===== config.mk =====
export PLATFORM = sky130hd
export DESIGN_NAME = rf_dump_reader
export DESIGN_NICKNAME = d
export VERILOG_FILES = /design/src/rtl/rf_dump_reader.sv
export SDC_FILE = /design/constraint.sdc
export NUM_CORES = 1
export LEC_CHECK = 0
export CORE_ASPECT_RATIO = 1.5
export CORE_MARGIN = 4
export CORE_UTILIZATION = 30
export CTS_CLUSTER_DIAMETER = 50
export DETAILED_ROUTE_END_ITERATION = 7
export PLACE_DENSITY = 0.59
export SLEW_MARGIN = 20
export SYNTH_ARGS = -nofsm -noshare
export SYNTH_HDL_FRONTEND = slang
export SYNTH_SLANG_ARGS = --single-unit

===== constraint.sdc =====
create_clock -name Clk -period 1.6 [get_ports Clk]
set_input_delay 0.32 -clock Clk [delete_from_list [all_inputs] [get_ports Clk]]
set_output_delay 0.32 -clock Clk [all_outputs]
set_load 0.05 [all_outputs]

===== src/rtl/rf_dump_reader.sv =====
// Walks a register index range through a spare RF read port and streams
// {index, value} beats over a valid/ready link, with abort and done handshake.
module rf_dump_reader #(
  parameter int NREG   = 32,
  parameter int ADDR_W = 5,
  parameter int DATA_W = 32
) (
  input  logic              Clk,
  input  logic              Rst,
  input  logic              Start,
  input  logic [ADDR_W-1:0] FirstIdx,
  input  logic [ADDR_W-1:0] LastIdx,
  input  logic              Abort,
  output logic [ADDR_W-1:0] RdAddr,
  input  logic [DATA_W-1:0] RdData,
  output logic              OutValid,
  input  logic              OutReady,
  output logic [ADDR_W-1:0] OutIdx,
  output logic [DATA_W-1:0] OutData,
  output logic              Busy,
  output logic              Done
);

  typedef enum logic [1:0] {
    S_IDLE  = 2'd0,
    S_READ  = 2'd1,
    S_DRAIN = 2'd2,
    S_DONE  = 2'd3
  } state_t;

  localparam logic [ADDR_W-1:0] MAX_IDX = ADDR_W'(NREG - 1);

  state_t              state_q, state_d;
  logic [ADDR_W-1:0]   cur_q, cur_d;
  logic [ADDR_W-1:0]   last_q, last_d;
  logic                out_valid_q, out_valid_d;
  logic [ADDR_W-1:0]   out_idx_q, out_idx_d;
  logic [DATA_W-1:0]   out_data_q, out_data_d;
  logic                busy_q, busy_d;
  logic                done_q, done_d;

  logic [ADDR_W-1:0]   last_req;
  logic                slot_free;

  // Indices beyond the physical register file are clamped to the top register.
  assign last_req  = (LastIdx > MAX_IDX) ? MAX_IDX : LastIdx;
  assign slot_free = !out_valid_q || OutReady;

  always_comb begin
    state_d     = state_q;
    cur_d       = cur_q;
    last_d      = last_q;
    out_valid_d = out_valid_q;
    out_idx_d   = out_idx_q;
    out_data_d  = out_data_q;
    done_d      = 1'b0;

    case (state_q)
      S_IDLE: begin
        if (Start) begin
          last_d = last_req;
          if (FirstIdx > last_req) begin
            state_d = S_DONE;
          end else begin
            cur_d   = FirstIdx;
            state_d = S_READ;
          end
        end
      end

      S_READ: begin
        // A stalled slot leaves cur and the pending beat untouched.
        if (slot_free) begin
          out_valid_d = 1'b1;
          out_idx_d   = cur_q;
          out_data_d  = RdData;
          if (cur_q == last_q) begin
            state_d = S_DRAIN;
          end else begin
            cur_d = cur_q + ADDR_W'(1);
          end
        end
      end

      S_DRAIN: begin
        if (out_valid_q && OutReady) begin
          out_valid_d = 1'b0;
          state_d     = S_DONE;
        end
      end

      S_DONE: begin
        done_d  = 1'b1;
        state_d = S_IDLE;
      end

      default: begin
        state_d = S_IDLE;
      end
    endcase

    // Abort beats any other transition, including a final acceptance.
    if (Abort && (state_q != S_IDLE)) begin
      state_d     = S_IDLE;
      out_valid_d = 1'b0;
      cur_d       = '0;
      done_d      = 1'b0;
    end

    busy_d = (state_d == S_READ) || (state_d == S_DRAIN);
  end

  always_ff @(posedge Clk or posedge Rst) begin
    if (Rst) begin
      state_q     <= S_IDLE;
      cur_q       <= '0;
      last_q      <= '0;
      out_valid_q <= 1'b0;
      out_idx_q   <= '0;
      out_data_q  <= '0;
      busy_q      <= 1'b0;
      done_q      <= 1'b0;
    end else begin
      state_q     <= state_d;
      cur_q       <= cur_d;
      last_q      <= last_d;
      out_valid_q <= out_valid_d;
      out_idx_q   <= out_idx_d;
      out_data_q  <= out_data_d;
      busy_q      <= busy_d;
      done_q      <= done_d;
    end
  end

  // The RF read port is driven only while walking the range.
  assign RdAddr   = (state_q == S_READ) ? cur_q : '0;
  assign OutValid = out_valid_q;
  assign OutIdx   = out_idx_q;
  assign OutData  = out_data_q;
  assign Busy     = busy_q;
  assign Done     = done_q;

endmodule


After elaboration in Yosys (flattened, before gate mapping)
Index checks and enable logic that the tools add are counted.
{"block": "classes", "reduce_logical": 13, "n_bitwise": 0, "shift": 0, "n_eq_ne": 11, "muxes": 21, "mul": 0, "order_cmp": 2, "n_div": 0, "n_addsub": 1}
{"operator": "5-bit two-way mux", "n": 7}
{"operator": "3-bit inequality test (second input constant)", "n": 5}
{"operator": "2-bit two-way mux", "n": 6}
{"operator": "5-bit one-hot mux with 2 select lines", "n": 1}
{"operator": "2-bit one-hot mux with 4 select lines", "n": 1}
{"operator": "2-bit == test (second input constant)", "n": 3}
{"operator": "3-bit nonzero test", "n": 2}
{"operator": "5-bit by 1-bit adder with 5-bit output (second input constant)", "n": 1}
{"operator": "5-bit == test", "n": 1}
{"operator": "5-bit > comparator", "n": 1}
{"operator": "5-bit > comparator (second input constant)", "n": 1}
{"operator": "1-bit two-way mux", "n": 5}
{"operator": "5-bit AND reduction", "n": 1}
{"operator": "2-bit by 1-bit == test with 1-bit output (second input constant)", "n": 2}
{"operator": "2-bit AND reduction", "n": 2}
{"operator": "3-bit AND reduction", "n": 1}
{"operator": "1-bit logical AND", "n": 2}
{"operator": "2-bit logical NOT", "n": 1}
{"operator": "1-bit logical OR", "n": 2}
{"operator": "1-bit one-hot mux with 2 select lines", "n": 1}
{"operator": "2-bit nonzero test", "n": 1}
{"operator": "1-bit logical NOT", "n": 1}
{"block": "totals", "latchBits": 0, "in_bits": 47, "mem_bits_rw": 0, "romBits": 0, "register_bits": 52, "output_inout_bits": 45, "mem_count": 0}

Logic depth before layout (Yosys ltp)
Gate-level depths: netlist of run 1.
{"block": "depth", "word_depth": 9, "depth_mapped": 8, "depth_no_buf": 8}

Worst setup path after synthesis of run 1
OpenSTA, ideal clock, no wires.
{"block": "synth_path", "path_type": "in2reg", "startpoint": "input port LastIdx[4]", "endpoint": "register cur_q[0]", "n_path_buf": 0, "setup_ps": 125, "t_arrival_ps": 1682, "stages": 8, "required_time_ps": 1475, "path_slack_ps": -207, "path_cell_list": "inv_1 ha_1 and3_1 and3_1 a31oi_1 nand2b_1 a22oi_4 mux2_2"}
{"block": "synth_between", "elab_chain_cells": 5}
{"element": "from (decl)", "line_no": "12", "text": "input logic [ADDR_W-1:0] LastIdx,"}
{"element": "5-bit > comparator", "line_no": "46", "text": "assign last_req = (LastIdx > MAX_IDX) ? MAX_IDX : LastIdx;"}
{"element": "5-bit two-way mux (*)", "line_no": "46"}
{"element": "5-bit > comparator (*)", "line_no": "62", "text": "if (FirstIdx > last_req) begin"}
{"element": "3-bit inequality test (no source line) (*)"}
{"element": "5-bit AND reduction (no source line) (*)"}
{"element": "to (signal assigned)", "line_no": "125", "text": "cur_q <= cur_d;"}
{"element": "to (decl)", "line_no": "34", "text": "logic [ADDR_W-1:0] cur_q, cur_d;"}
Every way passes the cells marked *; elsewhere a longest branch is shown, timed or not.
A chain may end at the register's enable or synchronous reset.

Worst setup path in the final report of run 1
{"block": "layout_path", "startpoint": "input port FirstIdx[4]", "endpoint": "register cur_q[0]"}
{"block": "layout_between", "elab_chain_cells": 3}
{"element": "from (decl)", "line_no": "11", "text": "input logic [ADDR_W-1:0] FirstIdx,"}
{"element": "5-bit > comparator", "line_no": "62"}
{"element": "3-bit inequality test (no source line)"}
{"element": "5-bit AND reduction (no source line)"}
No other way between the ends.

==> flow_summary_export.csv, run 1 <==
group,metric,value,unit
status,status,"finished, violations left",
status,violations,"setup timing",
timing,fin_ws,-216,ps
logic_synthesis,synth.area.mux_share,22.0,%
logic_synthesis,yosys.cell_types.count,29,
logic_synthesis,ys.flop_type,"dfrtp_1",
timing,max_freq,0.551,GHz
logic_synthesis,synth_edf_count,0,
logic_synthesis,yosys_register_bits,52,
place,routabilityCongestion,0.854,
cts,htreeDepth,2,
pwr,power,9.93,mW
cts,clk_latency,290,ps
run,max_cap_violations,0,
drt,wl_per_cell,14.7,um
timing,slew_headroom,74.2,%
timing,drv_slew,0,
logic_synthesis,synth-simple-area-share,8.41,%
global_route,grt_pass1_vias,2061,
logic_synthesis,synth_compound_area_share,6.80,%
setup_path,crit_path_max_incr_delay,330,ps
drt,via_per_inst,4.49,
cells_and_area,regArea,0.00130,mm2
logic_synthesis,synth_top_family_by_area,"multiplexers",
setup_path,setup.worst_path.start_class,"input port",
cells_and_area,layout.nets,371,
logic_synthesis,syn_area_per_cell,12.6,um2
drt,first_iter_violations,32,
setup_path,cp_cell_sequence,"dlygate4sd2_1, ha_4, and3_4, and3_1, a31oi_1, nand2b_4, a22oi_4, mux2_4",
logic_synthesis,yosysTopAreaCellShare,54.0,%
logic_synthesis,syn-num-nets,245,
timing,skew,2.28,ps
global_route,gr-usage-all-layers,13.5,%
floorplanning,die_y,118,um
setup_path,crit_type,"in -> reg",
logic_synthesis,synth_area,0.00241,mm2
global_route,gr-total-overflow,0,
timing,grt_setup_unrepaired,"yes",
pwr,swShare,43.9,%
pwr,ir_worst_vdd,0.00119,V
place,hpwlAfterDp,4.71,mm
cells_and_area,multi_input_area,0.00119,mm2
cts,ctsRootBufferMaster,"clkbuf_16",
drt,vias,1892,
drt,drt-total-wl,6.18,mm
cts,cts.clk_slew.worst_paths,70,ps
timing,hold_viol_final,0,
drt,drc,0,
cells_and_area,drive_gt1_share,51.1,%
logic_synthesis,ys_warn_count,0,
setup_path,crit_path_max_fanout,5,
cts,clock-sinks,52,
logic_synthesis,synth_area_leaders,"dfrtp_1, mux2_2, ha_1",
setup_path,setup.worst_path.end_class,"flop",
pwr,power_frac_clock,12.9,%
timing,min_period_over_period,113,%
floorplanning,floorplan.initialDensity,31.3,%
floorplanning,num_rows,39,
drt,first_pass_iters,4,
cts,cts_buffer_depth,2,
logic_synthesis,ys_async_sr_fraction,100,%
pwr,intPower,5.57,mW
floorplanning,dieArea,0.00956,mm2
logic_synthesis,yosysSeqAreaShare,54.0,%
pwr,cellPowerDensity,2450,mW/mm2
pwr,switching_power,4.36,mW
global_route,grt_max_degree,38,
timing,timing.hold.ws,381,ps
floorplanning,die_w,81.2,um
logic_synthesis,synthXorXnorAreaFrac,2.91,%
timing,tightest_slew,383,ps
timing,min_period,1820,ps
floorplanning,coreArea,0.00771,mm2
global_route,antenna_found_initial,0,
setup_path,critPathRequiredTime,1770,ps
cts,cts_tree,"yes",
worst_hold_path,min_path_type,"in -> async",
logic_synthesis,post-synth-top-area-cell,"dfrtp_1",
pwr,comb_power_share,62.9,%
setup_path,slowest_stage,"mux2_4",
pwr,p_seq_share,24.2,%
place,portBuffers,91,
drt,ant_nets,0,
cells_and_area,nFillCells,715,
timing,setup-violations-final,41,
pwr,power.leakage,1.82,nW
logic_synthesis,syn_inst,192,
cells_and_area,diodes,0,
logic_synthesis,synthAdderAreaFrac,3.12,%
cells_and_area,area_growth,68.5,%
cts,cts-buffers-inserted,5,
global_route,grt_first_pass_wirelength,9.98,mm
floorplanning,io_pins,92,
setup_path,cp.arrival,1990,ps
## flip-flops by register name, indices dropped and copies added (netlist names)
name,count
Busy,1
Done,1
OutData,32
OutIdx,5
OutValid,1
cur_q,5
last_q,5
state_q,2
## per-stage QoR
| step | worst slack [ps] | util [%] | std cells | TNS (ps) | instance area (um2) |
|---|---|---|---|---|---|
| after global placement | -882 | 49.6 | 412 | -11610 | 3830 |
| final | -216 | 52.7 | 421 | -1960 | 4060 |
| after CTS | -226 | 52.5 | 420 | -2010 | 4050 |
| after floorplan | -170 | - | 192 | -940 | 2530 |
| after detailed placement | -931 | 49.6 | 412 | -12880 | 3830 |
| after global routing | -266 | 52.7 | 421 | -4500 | 4060 |
## cells in the mapped netlist (all sizes together), types with 2 or more instances
library cell	count
a21oi	10
ha	6
nand2b	2
a31oi	2
nand3	3
xnor2	2
dfrtp	52
xor2	6
and2	7
buf	6
nor2b	3
inv	7
a211o	2
o21ai	7
mux2	47
nor2	9
clkbuf	3
and3	3
nor3b	2
nand2	5
## logic make-up (layout without fill, tap and decap cells)
family / Yosys count / count (layout)
xor+xnor: 8 / 8
fa+ha+maj: 6 / 6
buf+inv: 16 / 143
mux: 47 / 47
compound gates: 25 / 25
simple gates: 38 / 38
flops: 52 / 52
## power groups by stage
| stage | clock network [mW] | logic (mW) | registers [mW] |
|---|---|---|---|
| after floorplan | 0 | 2.21 | 4.12 |
| after global placement | 0 | 6.11 | 2.40 |
| after detailed placement | 0 | 6.15 | 2.41 |
| after CTS | 1.34 | 6.27 | 2.41 |
| after global routing | 1.41 | 6.62 | 2.50 |
| final | 1.28 | 6.24 | 2.41 |
## final cells by class
cell class | count | share of cell area, %
clock buffer | 7 | 3.76
clock inverter | 1 | 0.740
inverter | 7 | 1.02
multi-input combinational | 124 | 29.4
sequential | 52 | 32.1
tap | 102 | 3.14
timing repair buffer | 128 | 29.8
## final timing paths
check                            start     endpoint  slack, ps  depth (start not counted)
hold / removal                     Rst   OutData[9]        380                          3
setup reg to reg             last_q[3]     cur_q[0]       -190                          5
max in group asynchronous          Rst   state_q[0]       1010                          3
setup / recovery           FirstIdx[4]     cur_q[0]       -220                          8
hold reg to reg            OutData[26]  OutData[26]        510                          1
min in group Clk            LastIdx[4]    last_q[4]        400                          2
## cell usage in the layout (no fill, tap or decap), types with 3 or more instances in the layout
cell type         n
ha_4              4
buf_4            70
nor2b_1           3
buf_12           12
mux2_2           42
dfrtp_1          50
xor2_2            4
nand2_1           5
nor2_1            6
clkdlybuf4s50_1  36
mux2_4            5
a21oi_1          10
o21ai_0           6
dlygate4sd2_1     8
clkbuf_16         5
nand3_1           3
and2_1            7
inv_2             3
## critical path, delay by kind of cell
kind	cells	cell delay (ps)
buf+inv	1	270
compound gates	2	310
mux	1	330
simple gates	3	490
fa+ha+maj	1	270
## routing by layer
layer	wire, um	global-route usage (%)	vias up
li1	-	-	916
met1	2320	14.7	912
met2	3430	24.5	53
met3	306	2.99	11
met4	130	5.18	0
met5	0	0	-
## what timing repair did
action                     in CTS  in global routing
hold buffers                    0                  0
pin swaps                       5                  4
gates resized for setup        19                  6
setup endpoints to repair      12                 54
setup buffers                   1                  2
No activity file was read; power rests on OpenSTA's default activity.
==> inputs of run 2 (changes only) <==
ABC_AREA = 1   (was not set)
GPL_TIMING_DRIVEN = 0   (was not set)
==> flow_summary_export.csv, run 2 <==
group,metric,value,unit
setup_path,crit_path_max_fanout,7,
timing,slew_headroom,56.4,%
setup_path,cp_cell_sequence,"inv_2, nand2_4, nor2_2, buf_6",
pwr,power.leakage,2.01,nW
logic_synthesis,ys.flop_type,"dfrtp_1",
status,status,"complete, no violations",
timing,fin_setup_tns,0,ps
drt,ant_nets,0,
timing,drv_slew,0,
timing,fin_ws,35.2,ps
drt,drc,0,
cells_and_area,nFillCells,812,
pwr,cellPowerDensity,2160,mW/mm2
logic_synthesis,post-synth-top-area-cell,"dfrtp_1",
cts,cts.clk_slew.worst_paths,70,ps
cells_and_area,final_cell_mix,"nand2_1, dfrtp_1, dlygate4sd2_1, clkdlybuf4s50_1, inv_1",
cts,htreeDepth,2,
logic_synthesis,yosys_register_bits,52,
place,preCtsSetupSlack,-436,ps
cells_and_area,final_area,0.00383,mm2
setup_path,setup.worst_path.end_class,"output pin",
setup_path,setup.worst_path.start_class,"flop",
floorplanning,die_w,82.0,um
cts,cts-buffers-inserted,5,
timing,hold_viol_final,0,
logic_synthesis,syn_inst,307,
drt,first_iter_violations,56,
floorplanning,floorplan.initialDensity,30.8,%
logic_synthesis,ys_async_sr_fraction,100,%
drt,wl_per_cell,13.2,um
cells_and_area,layout.nets,462,
logic_synthesis,yosysMostFrequentCell,"nand2_1",
floorplanning,die_y,119,um
timing,tightest_slew,654,ps
place,placed_area,0.00351,mm2
floorplanning,dieArea,0.00976,mm2
setup_path,crit_buf_inv,2,
logic_synthesis,synth_area_leaders,"dfrtp_1, nand2_1, ha_1",
logic_synthesis,ys_warn_count,0,
drt,vias,2293,
cells_and_area,area_growth,55.3,%
logic_synthesis,yosys.cell_types.count,28,
cells_and_area,layout_commonest_cell,"nand2_1",
setup_path,slowest_stage,"dfrtp_1",
logic_synthesis,syn-num-nets,360,
setup_path,crit_path_max_incr_delay,430,ps
floorplanning,io_pins,92,
setup_path,path_delay_family,"flip-flops",
timing,grt_setup_unrepaired,"yes",
cts,clk_latency,290,ps
timing,skew,3.49,ps
cts,cts_buffer_depth,2,
setup_path,crit_type,"reg -> out",
timing,max_freq,0.639,GHz
cells_and_area,diodes,0,
logic_synthesis,syn_area_per_cell,8.02,um2
cts,holdBufCountCts,0,
pwr,ir_worst_vdd,0.000908,V
global_route,grt_first_pass_wirelength,10.8,mm
worst_hold_path,min_path_type,"in -> reg",
place,hpwlAfterDp,4.99,mm
floorplanning,num_rows,40,
cts,cts_tree,"yes",
cts,clock-sinks,52,
timing,min_period,1560,ps
setup_path,cp.arrival,1240,ps
logic_synthesis,yosysSeqAreaShare,52.8,%
drt,via_per_inst,4.46,
timing,min_period_over_period,97.8,%
global_route,gr-total-overflow,0,
cts,ctsRootBufferMaster,"clkbuf_16",
timing,setup-violations-final,0,
logic_synthesis,yosysTopAreaCellShare,52.8,%
global_route,grt_pass1_vias,2208,
global_route,antenna_found_initial,0,
place,portBuffers,91,
drt,drt-total-wl,6.81,mm
logic_synthesis,synth_common_cells,"nand2_1, dfrtp_1, inv_1",
place,routabilityCongestion,0.812,
global_route,gr-usage-all-layers,14.4,%
setup_path,critPathRequiredTime,1280,ps
global_route,grt_max_degree,53,
cells_and_area,largest_register_ffs,32,
floorplanning,coreArea,0.00801,mm2
cells_and_area,drive_gt1_share,18.8,%
run,max_cap_violations,0,
drt,first_pass_iters,4,
logic_synthesis,synth_edf_count,0,
logic_synthesis,synth_area,0.00246,mm2
## run 2: per-layer routing
metal  up-vias  GRT usage, %  share of wire, %
met5         -             0                 0
met4         0          5.30               2.1
met3        11          2.34               4.8
met2        63          27.0                56
met1      1061          15.4                37
li1       1158             -                 -
## run 2: worst paths after layout
| check | start | end | slack [ps] | depth (start not counted) |
|---|---|---|---|---|
| min in group asynchronous | Rst | cur_q[4] | 490 | 2 |
| min | LastIdx[1] | last_q[1] | 330 | 3 |
| max | state_q[1] | RdAddr[4] | 40 | 4 |
| max reg2reg | cur_q[1] | cur_q[2] | 130 | 9 |
| max in group asynchronous | Rst | OutData[16] | 690 | 2 |
| min reg2reg | OutData[29] | OutData[29] | 460 | 2 |
## run 2: cell families after synthesis
logic type,count (synthesis),share of synthesized area [%]
buffers and inverters,36,6.15
flip-flops,52,52.8
XOR/XNOR,2,0.711
AO/OA/AOI/OAI,28,6.30
multiplexers,1,0.457
adder cells (fa/ha/maj),6,3.05
AND/OR/NAND/NOR,182,30.5
## run 2: metrics by stage
step           total power [mW]  instances  hold WS [ps]  util [%]
2_1_floorplan              5.60        307           437         -
3_3_place_gp               7.12        503           454      43.8
3_5_place_dp               7.20        503           458      43.8
4_1_cts                    8.20        512           445      46.5
5_1_grt                    8.84        514           380      47.8
6_report                   8.25        514           332      47.8
## run 2: final cells by class
class                      count  area, um2  area share [%]
tap                          105        131            3.43
clock buffer                   7        153            3.99
inverter                      27        104            2.71
timing repair buffer          94        911            23.8
buffer                         9       50.0            1.31
multi-input combinational    220       1180            30.7
sequential                    52       1300            34.0
## run 2: what timing repair did
item | CTS | global route
cloned | 1 | 0
pin swaps | 8 | 12
resized for setup | 98 | 24
setup buffers | 1 | 2
endpoints found under the setup margin | 52 | 31
## run 2: worst register-to-register path, delay by kind of cell (launching register included)
family / cells / cell delay, ps
simple gates: 6 / 600
flops: 1 / 440
buf+inv: 2 / 280
compound gates: 1 / 80
## run 2: report_power, final
part	internal, mW	switching, mW	total, mW
Sequential	1.92	0.390	2.31
Combinational	1.41	3.40	4.81
Clock	0.658	0.463	1.12
==> inputs of run 3 (changes only) <==
CORE_MARGIN = not set   (was 4)
CORE_UTILIZATION = 40   (was 30)
PLACE_DENSITY = 0.75   (was 0.59)
clock period = 1.35 ns   (was 1.6 ns; I/O delays follow)
==> flow_summary_export.csv, run 3 (synthesized netlist as in run 2, its figures left out) <==
group,metric,value,unit
pwr,power_frac_clock,8.0,%
global_route,grtUsageMet3,3.50,%
cts,clk_latency,310,ps
global_route,grt_first_pass_wirelength,10.5,mm
cells_and_area,drive_gt1_share,44.4,%
setup_path,crit_type,"reg -> out",
pwr,p_seq_share,26.9,%
timing,hold_viol_final,0,
pwr,comb_power_share,65.2,%
place,dp_cells,470,
timing,grt_setup_unrepaired,"yes",
setup_path,setup.worst_path.start_class,"flop",
global_route,grt_use_met2,38.8,%
pwr,switching_power,5.68,mW
drt,ant_nets,0,
cells_and_area,largest_register_ffs,32,
setup_path,startpoint,"state_q[1]",
drt,vias,2420,
timing,fin_setup_tns,-857,ps
cells_and_area,final_core_util,70.6,%
floorplanning,die_y,98.1,um
floorplanning,floorplan.initialDensity,42.0,%
timing,fin_ws,-137,ps
cts,cts_tree,"yes",
cells_and_area,final_cell_mix,"nand2_1, dfrtp_1, nand2_2, clkdlybuf4s50_1, buf_2",
drt,first_pass_iters,4,
global_route,grt_pass1_vias,2307,
cts,htreeDepth,2,
timing,tightest_slew,450,ps
status,status,"finished, violations left",
cts,cts-buffers-inserted,5,
global_route,antenna_found_initial,0,
cells_and_area,final_cells,498,
global_route,gr-total-overflow,0,
timing,skew,8.10,ps
timing,setup-violations-final,21,
timing,timing.hold.ws,310,ps
floorplanning,dieArea,0.00648,mm2
drt,first_iter_violations,92,
pwr,intPower,5.10,mW
setup_path,cp_cell_sequence,"inv_2, nand2_8, nor2_4, buf_6",
setup_path,reg2reg_slack,-80,ps
global_route,top_usage_layer,"met2",
global_route,grt_max_degree,53,
global_route,gr-usage-all-layers,21.1,%
floorplanning,num_rows,34,
cells_and_area,area_growth,68.3,%
pwr,power.leakage,2.05,nW
place,routabilityCongestion,0.803,
pwr,cellPowerDensity,2600,mW/mm2
place,placed_area,0.00347,mm2
pwr,swShare,52.7,%
pwr,power,10.8,mW
drt,drt-total-wl,7.06,mm
cells_and_area,nFillCells,475,
setup_path,critPathRequiredTime,1080,ps
setup_path,reg2reg_to,"Busy",
cells_and_area,layout_commonest_cell,"nand2_1",
place,preCtsSetupSlack,-594,ps
drt,via_per_inst,4.86,
pwr,ir_worst_vdd,0.00103,V
floorplanning,die_w,66.1,um
setup_path,r2r_start,"state_q[1]",
drt,drc,0,
setup_path,setup.worst_path.end_class,"output pin",
cells_and_area,layout.nets,479,
run,max_cap_violations,0,
timing,min_period,1490,ps
timing,max_freq,0.672,GHz
cells_and_area,diodes,0,
cts,clock-sinks,52,
worst_hold_path,min_path_type,"in -> async",
setup_path,cp.arrival,1220,ps
cts,ctsRootBufferMaster,"clkbuf_8",
setup_path,rr_worst_depth,11,
global_route,gr-usage-met1,22.8,%
cts,cts_buffer_depth,2,
setup_path,slowest_stage,"dfrtp_1",
drt,wl_per_cell,14.2,um
place,portBuffers,91,
setup_path,crit_path_max_incr_delay,410,ps
timing,drv_slew,0,
status,violations,"setup timing",
floorplanning,io_pins,92,
setup_path,crit_path_max_fanout,7,
cells_and_area,final_area,0.00415,mm2
timing,min_period_over_period,110,%
timing,slew_headroom,69.9,%
place,hpwlAfterDp,4.56,mm
floorplanning,coreArea,0.00587,mm2
cts,cts.clk_slew.worst_paths,90,ps
## run 3: cell count changes in the layout (fill, tap and decap cells not counted), sizes merged
cell           change
clkdlybuf4s50      -2
clkinv             +1
dlymetal6s2s       -3
clkbuf             +1
clkdlybuf4s18      +3
clkinvlp           +2
dlygate4sd2       -35
clkdlybuf4s15      +8
buf               +42
## run 3: power groups by stage
stage / Clock, mW / Combinational (mW) / Sequential (mW)
after global placement: 0 / 5.60 / 2.74
final: 0.857 / 7.03 / 2.89
after floorplan: 0 / 2.05 / 4.59
after global routing: 0.936 / 7.51 / 2.98
after CTS: 0.877 / 6.21 / 2.77
after detailed placement: 0 / 5.71 / 2.79
## run 3: repair_timing
item / CTS / global route
endpoints found under the setup margin: 90 / 69
gates cloned: 1 / 5
resized for setup: 211 / 155
hold buffers: 0 / 0
pin swaps: 17 / 16
setup buffers: 10 / 4
## run 3: critical path, delay by kind of cell (launching register included)
family | cells | cell delay (ps)
simple gates | 2 | 230
buf+inv | 2 | 270
flops | 1 | 410
## run 3: area by class of cell
class                           count  area [um2]  share of cell area [%]
Buffer                              9         103                    2.48
Clock buffer                        5        68.8                    1.66
Clock inverter                      2        12.5                   0.302
Inverter                           27         123                    2.96
Multi-Input combinational cell    220        1420                    34.2
Sequential cell                    52        1310                    31.5
Tap cell                           72        90.1                    2.17
Timing Repair Buffer              110        1020                    24.5
Timing Repair inverter              1        8.76                   0.211
## run 3: routing by layer
metal,vias to the layer above,routed length [um],share of wire [%]
li1,1196,-,-
met1,1128,2530,36
met2,82,4020,57
met3,14,360,5.1
met4,0,144,2.0
met5,-,0,0
## run 3: worst max path at each step
stage,to,slack (ps)
6_report,RdAddr[2],-140
5_1_grt,Busy,-200
4_1_cts,RdAddr[0],-120
3_5_place_dp,cur_q[4],-590
3_3_place_gp,cur_q[2],-570
2_1_floorplan,RdAddr[1],-200
